===== src/rtl/vec_cache_wdb_port_sched.sv =====
// Shares the single WDB SRAM port between one drain requester and FILL_REQ_NUM fill requesters.
// Grants are combinational; read data is valid one cycle after a drain grant.
module vec_cache_wdb_port_sched #(
  parameter  int ENTRY_NUM    = 16,
  parameter  int FILL_REQ_NUM = 4,
  parameter  int STARVE_LIMIT = 8,
  localparam int IDX_W        = $clog2(ENTRY_NUM),
  localparam int SEL_W        = (FILL_REQ_NUM > 1) ? $clog2(FILL_REQ_NUM) : 1
) (
  input  logic                          clk,
  input  logic                          rst_n,
  input  logic [FILL_REQ_NUM-1:0]       fill_vld,
  input  logic [FILL_REQ_NUM*IDX_W-1:0] fill_idx,
  output logic [FILL_REQ_NUM-1:0]       fill_rdy,
  input  logic                          drain_vld,
  input  logic [IDX_W-1:0]              drain_idx,
  output logic                          drain_rdy,
  output logic                          mem_en,
  output logic                          mem_wr_en,
  output logic [IDX_W-1:0]              mem_addr,
  output logic [SEL_W-1:0]              mem_wr_sel,
  output logic                          rd_data_vld,
  output logic [IDX_W-1:0]              rd_data_idx,
  output logic [ENTRY_NUM-1:0]          filled,
  output logic [IDX_W:0]                filled_cnt,
  output logic                          err_fill_dup,
  output logic                          starve_force
);

  localparam int                   STARVE_W   = $clog2(STARVE_LIMIT + 1);
  localparam logic [STARVE_W-1:0]  STARVE_MAX = STARVE_W'(STARVE_LIMIT);
  localparam logic [SEL_W-1:0]     SEL_LAST   = SEL_W'(FILL_REQ_NUM - 1);
  localparam logic [SEL_W-1:0]     SEL_ONE    = SEL_W'(1);
  localparam logic [STARVE_W-1:0]  STARVE_ONE = STARVE_W'(1);
  localparam logic [IDX_W:0]       CNT_ONE    = (IDX_W+1)'(1);

  logic [ENTRY_NUM-1:0] r_filled;
  logic [IDX_W:0]       r_filled_cnt;
  logic [SEL_W-1:0]     r_rr_ptr;
  logic [STARVE_W-1:0]  r_starve_cnt;
  logic                 r_rd_vld;
  logic [IDX_W-1:0]     r_rd_idx;
  logic                 r_err_dup;

  logic                 w_fill_pend;
  logic                 w_found;
  logic [SEL_W-1:0]     w_cand;
  logic [SEL_W-1:0]     w_fill_sel;
  logic [IDX_W-1:0]     w_fill_tgt;
  logic                 w_drain_elig;
  logic                 w_force;
  logic                 w_fill_gnt;
  logic                 w_drain_gnt;

  // Round-robin search starting at r_rr_ptr; first requesting index wins.
  always_comb begin
    w_fill_pend = |fill_vld;
    w_found     = 1'b0;
    w_cand      = '0;
    w_fill_sel  = '0;
    for (int k = 0; k < FILL_REQ_NUM; k++) begin
      w_cand = SEL_W'((int'(r_rr_ptr) + k) % FILL_REQ_NUM);
      if (!w_found && fill_vld[w_cand]) begin
        w_found    = 1'b1;
        w_fill_sel = w_cand;
      end
    end
  end

  assign w_fill_tgt   = fill_idx[w_fill_sel*IDX_W +: IDX_W];
  assign w_drain_elig = drain_vld & r_filled[drain_idx];
  assign w_force      = (r_starve_cnt == STARVE_MAX) & w_fill_pend;

  // rst_n gating keeps every grant output quiet while reset is held.
  assign w_fill_gnt   = rst_n & w_fill_pend & (~w_drain_elig | w_force);
  assign w_drain_gnt  = rst_n & w_drain_elig & ~w_force;

  assign fill_rdy     = w_fill_gnt ? (FILL_REQ_NUM'(1) << w_fill_sel) : '0;
  assign drain_rdy    = w_drain_gnt;
  assign starve_force = rst_n & w_force;
  assign mem_en       = w_fill_gnt | w_drain_gnt;
  assign mem_wr_en    = w_fill_gnt;
  assign mem_wr_sel   = w_fill_gnt ? w_fill_sel : '0;

  always_comb begin
    mem_addr = '0;
    if (w_fill_gnt)       mem_addr = w_fill_tgt;
    else if (w_drain_gnt) mem_addr = drain_idx;
  end

  always_ff @(posedge clk or negedge rst_n) begin
    if (!rst_n) begin
      r_filled     <= '0;
      r_filled_cnt <= '0;
      r_rr_ptr     <= '0;
      r_starve_cnt <= '0;
      r_rd_vld     <= 1'b0;
      r_rd_idx     <= '0;
      r_err_dup    <= 1'b0;
    end else begin
      r_rd_vld  <= w_drain_gnt;
      r_err_dup <= w_fill_gnt & r_filled[w_fill_tgt];
      if (w_drain_gnt) begin
        r_rd_idx <= drain_idx;
      end

      if (w_fill_gnt) begin
        r_filled[w_fill_tgt] <= 1'b1;
        if (!r_filled[w_fill_tgt]) begin
          r_filled_cnt <= r_filled_cnt + CNT_ONE;
        end
        r_rr_ptr <= (w_fill_sel == SEL_LAST) ? '0 : (w_fill_sel + SEL_ONE);
      end else if (w_drain_gnt) begin
        r_filled[drain_idx] <= 1'b0;
        r_filled_cnt        <= r_filled_cnt - CNT_ONE;
      end

      // Count only drains that overtook a waiting fill; saturate at the limit.
      if (w_drain_gnt && w_fill_pend) begin
        if (r_starve_cnt != STARVE_MAX) begin
          r_starve_cnt <= r_starve_cnt + STARVE_ONE;
        end
      end else if (w_fill_gnt || !w_fill_pend) begin
        r_starve_cnt <= '0;
      end
    end
  end

  assign filled       = r_filled;
  assign filled_cnt   = r_filled_cnt;
  assign rd_data_vld  = r_rd_vld;
  assign rd_data_idx  = r_rd_idx;
  assign err_fill_dup = r_err_dup;

endmodule

===== config.mk =====
export PLATFORM = sky130hd
export DESIGN_NAME = vec_cache_wdb_port_sched
export DESIGN_NICKNAME = d
export VERILOG_FILES = /design/src/rtl/vec_cache_wdb_port_sched.sv
export SDC_FILE = /design/constraint.sdc
export NUM_CORES = 1
export LEC_CHECK = 0
export ABC_AREA = 1
export BUFFER_PORTS_ARGS = -buffer_cell sky130_fd_sc_hd__buf_2
export CAP_MARGIN = 5
export CORE_MARGIN = 2
export CORE_UTILIZATION = 58
export CTS_CLUSTER_DIAMETER = 40
export DETAILED_ROUTE_END_ITERATION = 12
export PLACE_DENSITY = 0.86
export SYNTH_ARGS = -nofsm -noshare
export SYNTH_HDL_FRONTEND = slang
export SYNTH_SLANG_ARGS = --single-unit

===== constraint.sdc =====
create_clock -name clk -period 3.84 [get_ports clk]
set_input_delay 0.192 -clock clk [delete_from_list [all_inputs] [get_ports clk]]
set_output_delay 0.192 -clock clk [all_outputs]
set_load 0.05 [all_outputs]

# Word-level counts from Yosys, hierarchy flattened
# Cells that the tools add are included.
# word_totals
regBits	33
wordCells	96
input_bits	27
out_inout_bits	41
# op_classes
shifts	2
n_reduce_logical	16
n_mux	36
magnitude_cmp	8
bitwise_logic	15
addsub	7
n_eq_ne	5
# op_table
operator	count
$mux W16	2
$mux W4	6
$and A16 B16 Y16	1
$not A16 Y16	1
$or A16 B16 Y16	1
$shiftx A16 B5 Y4	1
$mux W5	3
$lt A2 B3 Y1 const B	4
$mux W2	6
$mux W1	11
$lt A4 B5 Y1 const B	2
$and A1 B1 Y1	8
$bmux W1 S2	4
$bmux W1 S4	2
$demux W1 S4	2
$ge A4 B1 Y1 const B	2
$logic_and A1 B1 Y1	6
$add A5 B1 Y5 const B	1
$sub A5 B1 Y5 const B	1
$add A2 B1 Y2 const B	2
$add A2 B2 Y2 const B	2
$add A4 B1 Y4 const B	1
$eq A4 B4 Y1 const B	1
$logic_not A1 Y1	4
11 further kinds	15

# Logic depth before layout (Yosys ltp)
# depth
word_depth	19
depth_mapped	27
mapped_depth_nobuf	24

# Worst setup path after synthesis
# Ideal clock, no wire load.
# synth_timing
path_kind	register -> output
startpoint	register r_rr_ptr[0]
endpoint	output mem_addr[0]
path_buffers	3
required_ps	3648
arrival_ps	2737
stages_incl_launch_ff	17
path_slack_ps	911
cell_sequence	dfrtp_1 > buf_6 > inv_2 > buf_6 > nand2_1 > nand3_2 > nand2_4 > nor2_1 > nand2_1 > nand2_2 > nand2_2 > buf_6 > nand2_1 > nand2_1 > nand2_2 > nand2_4 > o21ai_0
# synth_via
elab_chain_cells	14
word_cells_on_any_way	26
cone_classes	add/sub: 3; shift: 1; mux: 16; reduce/logical: 6
# synth_rtl
element	line_no	source
start, declared	39	logic [SEL_W-1:0] r_rr_ptr;
start signal, assigned	112	r_rr_ptr <= (w_fill_sel == SEL_LAST) ? '0 : (w_fill_sel + SEL_ONE);
branches (longest 11 deep; another with $add A2 B1 Y2)	n/a	
$mux W2 (*)	63	if (!w_found && fill_vld[w_cand]) begin
$shiftx A16 B5 Y4 (*)	70	assign w_fill_tgt = fill_idx[w_fill_sel*IDX_W +: IDX_W];
$mux W4 (*)	87	if (w_fill_gnt) mem_addr = w_fill_tgt;
end, declared	20	output logic [IDX_W-1:0] mem_addr,
# Mark *: on every way between the ends. The select of a mux whose other input is x is not followed.

# Worst setup path after layout
# layout_timing
startpoint	register r_rr_ptr[0]
endpoint	output mem_addr[1]
# Same word-level chain as after synthesis.

==> flow_summary.toml <==
[yosys]
ys_seq_area_share_pct = 31.0
synth_edf_count = 0
syn_avg_cell_area_sq_um = 6.84
synth_cell_type_count = 33
syn_inst = 389
synth_seq_cells = 33
synthesis.nets = 426
yosysWarnings = 0
async_reset_ff_share_pct = 100
synth_area_sq_um = 2660
ys.flop_type = "dfrtp_1"

[critical_path]
r2r_start = "r_rr_ptr[0]$_DFFE_PN0N_"
path_class = "register to output pin"
critPathLaunchType = "register"
reg2reg_slack_ps = 960
reg2reg_to = "filled_cnt[1]$_DFFE_PN0P_"
worstRegToRegCells = 22
cp_max_fo = 13
arrival_ps = 2740
cp.required_ps = 3650
crit_path_end_kind = "output pin"

[worst_hold_path]
worstHoldStart = "drain_idx[0]"
min_path_cells = 3
hold_path_class = "input pin to register"
hold_end = "rd_data_idx[0]$_DFFE_PN0N_"

[sta]
tns_ps = 0
rsz0062_at_grt = "no"
report.final.slew_viol_count = 0
maxSlewHeadroom_pct = 64.8
clock_skew_ps = 5.20
fin_crit_ps = 2940
worst_pin_slew_ps = 523
setup_viol = 0
hold_viol_final = 0
fin_crit_sh_pct = 76.5
fmax_ghz = 0.341

[place]
gp_congestion = 0.921
port_buffers = 67
dp_hpwl_um = 5450

[routing]
drt_wl_total_um = 7130
drtAntennaViolNets = 0
routedWlPerCell_um = 13.9
dr.pass1.iters = 5
drc_errors = 0
drtIter0Drc = 241
vias_per_cell = 5.56
num_vias = 2847

[floorplan]
die_w_um = 71.7
dieArea_sq_um = 5140
rows = 24
placeableCoreArea_sq_um = 4380
start_util_pct = 60.7
die-height_um = 71.7
io_pins = 68

[global_route]
grt_max_degree = 32
antenna_found_initial = 0
grt_pass1_wl_um = 12100
track_usage_pct = 29.3
grt_pass1_vias = 2712
grt_overflow = 0

[clock_tree]
cts_resized = 0
clkTransAtPathRegs_ps = 70
root_buffer = "clkbuf_8"
cts_buffers = 5
clk_latency_ps = 290
clockBufferDepth = 2
htree_levels = 2
cts_tree = "yes"
cts_sinks = 33

[cells_and_area]
drive_gt1_share_pct = 26.5
n_antenna_cell = 0
fill_cells = 354
final_nets = 496
area_growth_syn_to_layout_pct = 18.2

[run_status]
status = "complete, no violations"

[flow_run]
maxCapViolCount = 0
[flip-flops by register name, summed over array words and instances (netlist names)]
name and count:
err_fill_dup 1, filled 16, filled_cnt 5, r_rr_ptr 2
r_starve_cnt 4, rd_data_idx 4, rd_data_vld 1
[worst max-delay path by stage]
stage	start	to	slack (ps)	cells past startpoint
6_report	r_rr_ptr[0]$_DFFE_PN0N_	mem_addr[1]	900	15
5_1_grt	r_rr_ptr[0]$_DFFE_PN0N_	filled_cnt[3]$_DFFE_PN0P_	600	22
4_1_cts	r_rr_ptr[0]$_DFFE_PN0N_	mem_addr[1]	900	15
3_5_place_dp	drain_idx[1]	filled_cnt[4]$_DFFE_PN0P_	890	17
3_3_place_gp	drain_idx[1]	filled_cnt[4]$_DFFE_PN0P_	980	17
2_1_floorplan	r_rr_ptr[0]$_DFFE_PN0N_	mem_addr[0]	910	16
[metrics by stage]
stage               std cells  setup WS [ps]  util, %  instance area, sq um  hold slack, ps
finish                    512            904     71.7                  3140             243
global route              512            602     71.7                  3140             244
CTS                       512            902     71.7                  3140             230
detailed placement        503            891     69.2                  3030            29.8
global placement          503            982     69.2                  3030            30.9
floorplan                 389            911        -                  2660            -104
[timing repair]
item,in CTS,in global routing
setup buffers,0,0
hold buffers,1,0
endpoints found under the hold margin,3,0
[worst max-delay path, stage by stage (launching register included)]
cell and delay [ps]:
dfrtp_1 510, inv_2 180, nand2_2 120, nand3_2 110, nand2_4 120, inv_1 50
nand2_1 50, nand2_1 50, nand2_2 110, nand2_2 170, inv_2 180, nand2_1 80
nand3_2 100, o21ai_4 90, o21ai_0 220, buf_2 310
[final cells by class]
cell class                      instances  area (sq um)  share of cell area (%)
Sequential cell                        33           826                    26.3
Multi-Input combinational cell        290          1560                    49.7
Tap cell                               52          65.1                    2.07
Timing Repair Buffer                   72           375                    11.9
Inverter                               57           214                    6.80
Clock inverter                          1          5.00                   0.159
Clock buffer                            7          96.3                    3.06
[cell usage after synthesis, types with 3 or more instances]
| master | instances | area share, % |
|---|---|---|
| o21ai_0 | 18 | 3.4 |
| dfrtp_1 | 33 | 31 |
| nand2_2 | 16 | 3.8 |
| nor4_1 | 11 | 2.6 |
| xor2_1 | 4 | 1.3 |
| nor2_1 | 19 | 2.7 |
| ha_1 | 9 | 4.2 |
| nand2_1 | 125 | 18 |
| o21ai_1 | 4 | 0.75 |
| nand4_1 | 3 | 0.71 |
| clkbuf_1 | 4 | 0.56 |
| nor3_1 | 4 | 0.75 |
| a21oi_1 | 3 | 0.56 |
| inv_2 | 8 | 1.1 |
| nor2_2 | 3 | 0.71 |
| o22ai_1 | 17 | 4.0 |
| buf_6 | 3 | 1.3 |
| nand3_1 | 32 | 6.0 |
| nand2_4 | 5 | 2.1 |
| nand3_2 | 4 | 1.5 |
| inv_1 | 49 | 6.9 |
[routing by layer]
metal,vias up,global-route usage (%),part of all wire (%)
met2,161,49.6,48
li1,1407,-,-
met4,0,9.64,2.2
met1,1257,38.2,41
met3,22,4.92,8.6
met5,-,0,0
[kinds of logic (layout without fill, tap and decap cells)]
kind of cell,Yosys count,after routing,share of synthesized area (%)
adders and majority gates,10,10,4.99
DFF,33,33,31.0
buffers and inverters,66,137,10.2
xor gates and xnor gates,6,6,1.98
and+or+nand+nor,224,224,40.0
AOI/OAI and AO/OA,50,50,11.8
[placed cells by master (no fill, tap or decap), types with 4 or more instances in the layout]
| cell type | count |
|---|---|
| nand2_1 | 125 |
| buf_2 | 67 |
| inv_1 | 49 |
| dfrtp_1 | 33 |
| nand3_1 | 32 |
| nor2_1 | 19 |
| o21ai_0 | 18 |
| o22ai_1 | 17 |
| nand2_2 | 16 |
| nor4_1 | 11 |
| ha_1 | 9 |
| inv_2 | 8 |
| clkbuf_8 | 7 |
| nand2_4 | 5 |
| o21ai_1 | 4 |
| nand3_2 | 4 |
| nor3_1 | 4 |
| xor2_1 | 4 |
| buf_4 | 4 |
Power is not shown: default switching activity piles up to over one toggle a cycle in this logic, so the estimate is an artifact.
